$ cat config.mk
export PLATFORM = sky130hd
export DESIGN_NAME = multicycle_ctrl
export DESIGN_NICKNAME = d
export VERILOG_FILES = /design/src/rtl/multicycle_ctrl.sv
export SDC_FILE = /design/constraint.sdc
export NUM_CORES = 1
export LEC_CHECK = 0
export CAP_MARGIN = 25
export CORE_MARGIN = 5
export CORE_UTILIZATION = 47
export CTS_BUF_LIST = sky130_fd_sc_hd__clkbuf_16
export CTS_CLUSTER_SIZE = 25
export DETAILED_ROUTE_END_ITERATION = 7
export PLACE_DENSITY = 0.79
export SLEW_MARGIN = 10
export SYNTH_ARGS = -nofsm -noshare
export SYNTH_HDL_FRONTEND = slang
export SYNTH_SLANG_ARGS = --single-unit
$ cat constraint.sdc
create_clock -name clk -period 3.1 [get_ports clk]
set_input_delay 0.93 -clock clk [delete_from_list [all_inputs] [get_ports clk]]
set_output_delay 0.93 -clock clk [all_outputs]
set_load 0.01 [all_outputs]
$ cat src/rtl/multicycle_ctrl.sv
// Multi-cycle instruction sequencer: FETCH/DECODE/EXEC/MEM/WB with memory ready handshakes,
// jump/link support, HALT and an illegal-instruction trap. The decode is latched in DECODE.
module multicycle_ctrl #(
    parameter int OPC_W  = 6,
    parameter int FN_W   = 6,
    parameter int ALU_W  = 4,
    parameter int RA_REG = 31
) (
    input  logic             clk,
    input  logic             rst,
    input  logic [OPC_W-1:0] opcode,
    input  logic [FN_W-1:0]  funct,
    input  logic             zero,
    input  logic             stall,
    input  logic             resume,
    input  logic             mem_ready,
    output logic             imem_req,
    output logic             ir_write,
    output logic             pc_write,
    output logic [1:0]       pc_src,
    output logic [1:0]       reg_dst,
    output logic [4:0]       link_reg,
    output logic             reg_write,
    output logic [1:0]       mem_to_reg,
    output logic             alu_src,
    output logic             ext_op,
    output logic             mem_read,
    output logic             mem_write,
    output logic [ALU_W-1:0] alu_ctrl,
    output logic             instr_done,
    output logic             illegal,
    output logic             halted
);
    localparam logic [OPC_W-1:0] OP_R    = OPC_W'(6'b000000);
    localparam logic [OPC_W-1:0] OP_J    = OPC_W'(6'b000010);
    localparam logic [OPC_W-1:0] OP_JAL  = OPC_W'(6'b000011);
    localparam logic [OPC_W-1:0] OP_BEQ  = OPC_W'(6'b000100);
    localparam logic [OPC_W-1:0] OP_BNE  = OPC_W'(6'b000101);
    localparam logic [OPC_W-1:0] OP_HALT = OPC_W'(6'b000110);
    localparam logic [OPC_W-1:0] OP_ADDI = OPC_W'(6'b001000);
    localparam logic [OPC_W-1:0] OP_ANDI = OPC_W'(6'b001100);
    localparam logic [OPC_W-1:0] OP_SW   = OPC_W'(6'b101011);
    localparam logic [OPC_W-1:0] OP_LW   = OPC_W'(6'b110000);
    localparam logic [OPC_W-1:0] OP_NOP  = OPC_W'(6'b111111);

    localparam logic [FN_W-1:0] FN_ADD = FN_W'(6'b100000);
    localparam logic [FN_W-1:0] FN_SUB = FN_W'(6'b100010);
    localparam logic [FN_W-1:0] FN_AND = FN_W'(6'b100100);
    localparam logic [FN_W-1:0] FN_NOR = FN_W'(6'b100111);
    localparam logic [FN_W-1:0] FN_SLL = FN_W'(6'b000000);
    localparam logic [FN_W-1:0] FN_SRL = FN_W'(6'b000010);
    localparam logic [FN_W-1:0] FN_JR  = FN_W'(6'b001000);

    localparam logic [ALU_W-1:0] ALU_ADD  = ALU_W'(4'b0000);
    localparam logic [ALU_W-1:0] ALU_SUB  = ALU_W'(4'b0010);
    localparam logic [ALU_W-1:0] ALU_AND  = ALU_W'(4'b0100);
    localparam logic [ALU_W-1:0] ALU_NOR  = ALU_W'(4'b0101);
    localparam logic [ALU_W-1:0] ALU_SLL  = ALU_W'(4'b1010);
    localparam logic [ALU_W-1:0] ALU_SRL  = ALU_W'(4'b1011);
    localparam logic [ALU_W-1:0] ALU_IDLE = ALU_W'(4'b1111);

    typedef enum logic [2:0] {S_FETCH, S_DECODE, S_EXEC, S_MEM, S_WB, S_HALT, S_TRAP} state_t;
    typedef enum logic [3:0] {
        C_NOP, C_HALT, C_ILL, C_R, C_JR, C_ADDI, C_ANDI, C_LW, C_SW, C_BEQ, C_BNE, C_J, C_JAL
    } cls_t;

    state_t            state, next;
    cls_t              cls_q, dec_cls;
    logic [ALU_W-1:0]  alu_q, dec_alu;
    logic              illegal_q;

    always_comb begin
        dec_cls = C_ILL;
        dec_alu = ALU_IDLE;
        case (opcode)
            OP_R: begin
                dec_cls = C_R;
                case (funct)
                    FN_ADD:  dec_alu = ALU_ADD;
                    FN_SUB:  dec_alu = ALU_SUB;
                    FN_AND:  dec_alu = ALU_AND;
                    FN_NOR:  dec_alu = ALU_NOR;
                    FN_SLL:  dec_alu = ALU_SLL;
                    FN_SRL:  dec_alu = ALU_SRL;
                    FN_JR:   dec_cls = C_JR;
                    default: dec_cls = C_ILL;
                endcase
            end
            OP_ADDI: begin dec_cls = C_ADDI; dec_alu = ALU_ADD; end
            OP_ANDI: begin dec_cls = C_ANDI; dec_alu = ALU_AND; end
            OP_LW:   begin dec_cls = C_LW;   dec_alu = ALU_ADD; end
            OP_SW:   begin dec_cls = C_SW;   dec_alu = ALU_ADD; end
            OP_BEQ:  begin dec_cls = C_BEQ;  dec_alu = ALU_SUB; end
            OP_BNE:  begin dec_cls = C_BNE;  dec_alu = ALU_SUB; end
            OP_J:    dec_cls = C_J;
            OP_JAL:  dec_cls = C_JAL;
            OP_NOP:  dec_cls = C_NOP;
            OP_HALT: dec_cls = C_HALT;
            default: dec_cls = C_ILL;
        endcase
    end

    always_ff @(posedge clk) begin
        if (!rst) begin
            state     <= S_FETCH;
            cls_q     <= C_NOP;
            alu_q     <= ALU_IDLE;
            illegal_q <= 1'b0;
        end else begin
            state <= next;
            if (state == S_DECODE) begin
                cls_q <= dec_cls;
                alu_q <= dec_alu;
                if (dec_cls == C_ILL) illegal_q <= 1'b1;
            end
        end
    end

    always_comb begin
        next       = state;
        imem_req   = 1'b0;
        ir_write   = 1'b0;
        pc_write   = 1'b0;
        pc_src     = 2'd0;
        reg_dst    = 2'd0;
        link_reg   = 5'(RA_REG);
        reg_write  = 1'b0;
        mem_to_reg = 2'd0;
        alu_src    = 1'b0;
        ext_op     = 1'b0;
        mem_read   = 1'b0;
        mem_write  = 1'b0;
        alu_ctrl   = ALU_IDLE;
        instr_done = 1'b0;
        illegal    = illegal_q;
        halted     = 1'b0;
        case (state)
            S_FETCH: if (!stall) begin
                imem_req = 1'b1;
                if (mem_ready) begin
                    ir_write = 1'b1;
                    pc_write = 1'b1;
                    next     = S_DECODE;
                end
            end
            S_DECODE: case (dec_cls)
                C_NOP:   begin instr_done = 1'b1; next = S_FETCH; end
                C_HALT:  next = S_HALT;
                C_ILL:   next = S_TRAP;
                default: next = S_EXEC;
            endcase
            S_EXEC: begin
                alu_ctrl = alu_q;
                case (cls_q)
                    C_R:            next = S_WB;
                    C_ADDI:         begin alu_src = 1'b1; ext_op = 1'b1; next = S_WB; end
                    C_ANDI:         begin alu_src = 1'b1; next = S_WB; end
                    C_LW, C_SW:     begin alu_src = 1'b1; ext_op = 1'b1; next = S_MEM; end
                    C_JAL:          begin pc_write = 1'b1; pc_src = 2'd2; next = S_WB; end
                    C_J:            begin pc_write = 1'b1; pc_src = 2'd2; instr_done = 1'b1; next = S_FETCH; end
                    C_JR:           begin pc_write = 1'b1; pc_src = 2'd3; instr_done = 1'b1; next = S_FETCH; end
                    C_BEQ, C_BNE: begin
                        // branch taken when zero matches the branch sense
                        if (zero == (cls_q == C_BEQ)) begin
                            pc_write = 1'b1;
                            pc_src   = 2'd1;
                        end
                        instr_done = 1'b1;
                        next       = S_FETCH;
                    end
                    default:        next = S_FETCH;
                endcase
            end
            S_MEM: begin
                mem_read  = (cls_q == C_LW);
                mem_write = (cls_q != C_LW);
                if (mem_ready) begin
                    if (cls_q == C_LW) next = S_WB;
                    else begin instr_done = 1'b1; next = S_FETCH; end
                end
            end
            S_WB: begin
                reg_write  = 1'b1;
                instr_done = 1'b1;
                next       = S_FETCH;
                case (cls_q)
                    C_R:     reg_dst = 2'd1;
                    C_LW:    mem_to_reg = 2'd1;
                    C_JAL:   begin reg_dst = 2'd2; mem_to_reg = 2'd2; end
                    default: ;
                endcase
            end
            S_HALT: begin
                halted = 1'b1;
                if (resume) begin instr_done = 1'b1; next = S_FETCH; end
            end
            S_TRAP:  ;
            default: next = S_FETCH;
        endcase
        // reset forces idle outputs in the same cycle, whatever state the register holds
        if (!rst) begin
            imem_req   = 1'b0;
            ir_write   = 1'b0;
            pc_write   = 1'b0;
            pc_src     = 2'd0;
            reg_dst    = 2'd0;
            link_reg   = 5'd0;
            reg_write  = 1'b0;
            mem_to_reg = 2'd0;
            alu_src    = 1'b0;
            ext_op     = 1'b0;
            mem_read   = 1'b0;
            mem_write  = 1'b0;
            alu_ctrl   = ALU_IDLE;
            instr_done = 1'b0;
            illegal    = 1'b0;
            halted     = 1'b0;
            next       = S_FETCH;
        end
    end
endmodule

==> metrics.md <==
| Metric | Value |
|---|---|
| Run status | `finished, violations left` |
| Failing checks | `setup timing` |
| Post-synth cell types | `60` |
| Worst flop-to-flop path endpoint | `illegal_q` |
| Io pins | `44` |
| Iteration-0 DRC Markers | `91` |
| Syn nets | `221` |
| Hold crit path type | `register to register` |
| Fmax | `0.3117 GHz` |
| Synthesized instance count | `203` |
| Static leakage | `1.042 nW` |
| Actual slew at the worst max-slew pin | `0.5634 ns` |
| Final Cycle Share | `103.5%` |
| Placed instance area | `2093 sq um` |
| Most frequent CP cell | `buf_2` |
| Total Power | `0.6240 mW` |
| Num CTS Buffers | `3` |
| Global route total overflow | `0` |
| Crit. Startpoint | `opcode[0]` |
| CTS tree | `built` |
| Post-layout util | `74.79%` |
| Commonest non-fill, non-tap cells in the layout | `40 x buf_4, 29 x nand2_1, 21 x nor2_1, 15 x dlygate4sd2_1` |
| FF-to-FF Start | `state[1]` |
| Bufs on Longest Clock Path | `2` |
| Final setup viols | `2` |
| Post-Route Setup TNS | `-0.1559 ns` |
| Row cnt | `20` |
| Reg clk slew, reported paths | `0.04 ns` |
| Async SR Flop Fraction | `0%` |
| Commonest non-fill, non-tap cell in the layout | `buf_4` |
| Critical path cell sequence | `buf_2, buf_4, nor2_8, a311oi_2, o211ai_2, o21a_4, nand4b_1, a21oi_1, buf_2` |
| Total GRT Usage | `20.95%` |
| Skew final | `0.001374 ns` |
| Initial core utilization | `48.46%` |
| Non-filler cells, final | `309` |
| ANT nets after route | `0` |
| CP max stage delay | `0.23 ns` |
| Worst EP arrival | `2.28 ns` |
| CTS Root Buffer Type | `clkbuf_16` |
| Setup crit start kind | `input pin` |
| Vias in the first global route | `1665` |
| Core area | `3003 sq um` |
| Final WL | `4.457 mm` |
| Number of max-cap violations | `0` |
| Drt first pass iters | `4` |
| Layout cell share with drive strength beyond 1 | `32.61%` |
| Fill cells | `245` |
| Peak VDD IR | `0.0001387 V` |
| Dominant synthesized flop cell | `dfxtp_1` |
| Clk sinks | `12` |
| Critical path's slowest cell | `a311oi_2` |
| Setup Crit Path Kind | `input pin to output port` |
| Worst R2R Path Depth | `6` |
| Synthesized flop and latch total | `12` |
| Syn Std Cell Area | `1455 sq um` |
| Clock Power Share | `38.4%` |
| Slew Viols, Final | `0` |
| Worst-path maximum fanout | `4` |
| Sw Share | `29.46%` |
| Initial antenna violation count | `0` |
| Count of buffers from port buffering | `43` |
| Final HPWL DP | `3.183 mm` |
| Die width | `65.64 microns` |
| Average routed wire per standard cell | `14.42 microns` |
| Syn_area_per_cell | `7.168 sq um` |
| Worst R2R Setup Slack | `1.54 ns` |
| Htree depth | `1` |
| Place WS | `-0.9248 ns` |
| Die height | `65.64 microns` |
| Fin nets | `295` |
| N_diodes | `0` |
| Sequential fraction of the synthesis area | `16.51%` |
| EDFF count, synth | `0` |
| Final min period | `3.208 ns` |
| CP required | `2.17 ns` |
| Worst-Skew Late Latency | `0.24 ns` |
| Reg power frac | `28.6%` |
| Post-route cell area | `2246 sq um` |
| First-pass GRT wire length | `7.279 mm` |
| Worst slew margin | `62.39%` |
| Worst Setup End Kind | `output port` |
| Dpl cells | `299` |
| Internal power | `0.4402 mW` |
| NetSw | `0.1838 mW` |
| GPL Wtd Cong | `0.9113` |
| Comb pwr share | `33.0%` |
| Vias per cell | `5.676` |
| Vias | `1754` |
| CP endpoint | `instr_done` |
| Pin count of the biggest net entering global routing | `18` |
| P&R area growth vs syn | `54.34%` |
| CTS Hold Bufs | `0` |
| Hold slack | `0.4891 ns` |
| Setup ws final | `-0.1080 ns` |
| Die area | `4309 sq um` |
| Final hold violations | `0` |
| Power Density | `277.8 nW/um^2` |
| Synth warn | `0` |
| RSZ-0062 raised after global routing | `true` |
| Residual DRC | `0` |
[synthesized netlist by cell type (all sizes together), types with 2 or more instances]
master	n	area, sq um
a21boi	2	15.02
a21o	3	22.52
a21oi	14	77.58
a22oi	2	15.01
a31oi	4	25.02
and2	2	12.51
and3	3	20.02
and4bb	2	25.02
buf	10	87.57
clkbuf	10	46.29
dfxtp	12	240.2
inv	5	18.77
mux2i	2	20.02
nand2	30	115.1
nand2b	3	18.77
nand3	12	60.06
nand3b	3	22.52
nand4	3	18.77
nand4b	3	26.28
nor2	24	113.9
nor2b	6	52.55
nor3	2	10.01
nor3b	2	15.01
nor4	2	18.77
o21ai	14	73.82
o311a	2	42.54
o32ai	2	17.52
or2	5	31.28
xor2	3	26.28
[repair_timing]
action	in CTS	in global routing
gates resized for setup	59	34
pin swaps	8	10
endpoints found under the hold margin	0	0
endpoints found under the setup margin	26	9
setup buffers	2	4
[how the worst min path moves through the flow]
stage	depth (start not counted)	slack [ns]	start	end
after floorplan	2	0.43	alu_q[3]	alu_q[3]
after global placement	2	0.45	alu_q[3]	alu_q[3]
after detailed placement	2	0.45	alu_q[3]	alu_q[3]
after CTS	2	0.49	alu_q[0]	alu_q[0]
after global routing	2	0.53	alu_q[0]	alu_q[0]
final	2	0.49	alu_q[3]	alu_q[3]
[power groups by stage]
stage                     logic [mW]  registers [mW]  clock network, mW
after floorplan                0.118           0.170                  0
after global placement         0.188           0.180                  0
after detailed placement       0.192           0.180                  0
after CTS                      0.194           0.178              0.236
after global routing           0.224           0.181              0.248
final                          0.206           0.178              0.240
[layer usage]
metal | up-vias | part of all wire, % | GRT usage [%]
li1 | 868 | - | -
met1 | 821 | 40 | 23.94
met2 | 61 | 53 | 39.42
met3 | 4 | 5.8 | 2.564
met4 | 0 | 0.90 | 6.995
met5 | - | 0 | 0
[sequential cells by signal, summed over array words and instances, names as in the netlist]
| name | cells |
|---|---|
| alu_q | 4 |
| cls_q | 4 |
| state | 3 |
| illegal_q | 1 |
[worst max-delay path: cells and delay by family]
| family | cells | cell delay [ns] |
|---|---|---|
| AO/OA/AOI/OAI | 4 | 0.69 |
| buffers and inverters | 3 | 0.44 |
| AND/OR/NAND/NOR | 2 | 0.20 |
[area by class of cell]
| type | instances | area (sq um) | area share (%) |
|---|---|---|---|
| multi-input combinational | 166 | 1110 | 49.41 |
| timing repair buffer | 89 | 757.0 | 33.70 |
| sequential | 12 | 240.2 | 10.70 |
| clock buffer | 3 | 75.07 | 3.343 |
| tap | 33 | 41.29 | 1.838 |
| inverter | 5 | 18.77 | 0.8357 |
| clock inverter | 1 | 3.754 | 0.1671 |
[cells by family (layout without fill, tap and decap cells)]
logic type | Yosys count | after routing | synth area share (%)
AND/OR/NAND/NOR | 104 | 104 | 40.15
XOR/XNOR | 4 | 4 | 2.408
multiplexers | 3 | 3 | 2.150
AO/OA/AOI/OAI | 54 | 54 | 27.60
flip-flops | 12 | 12 | 16.51
buffers and inverters | 25 | 98 | 10.49
adder cells (fa/ha/maj) | 1 | 1 | 0.6879
Power figures use the tool's default switching activity.
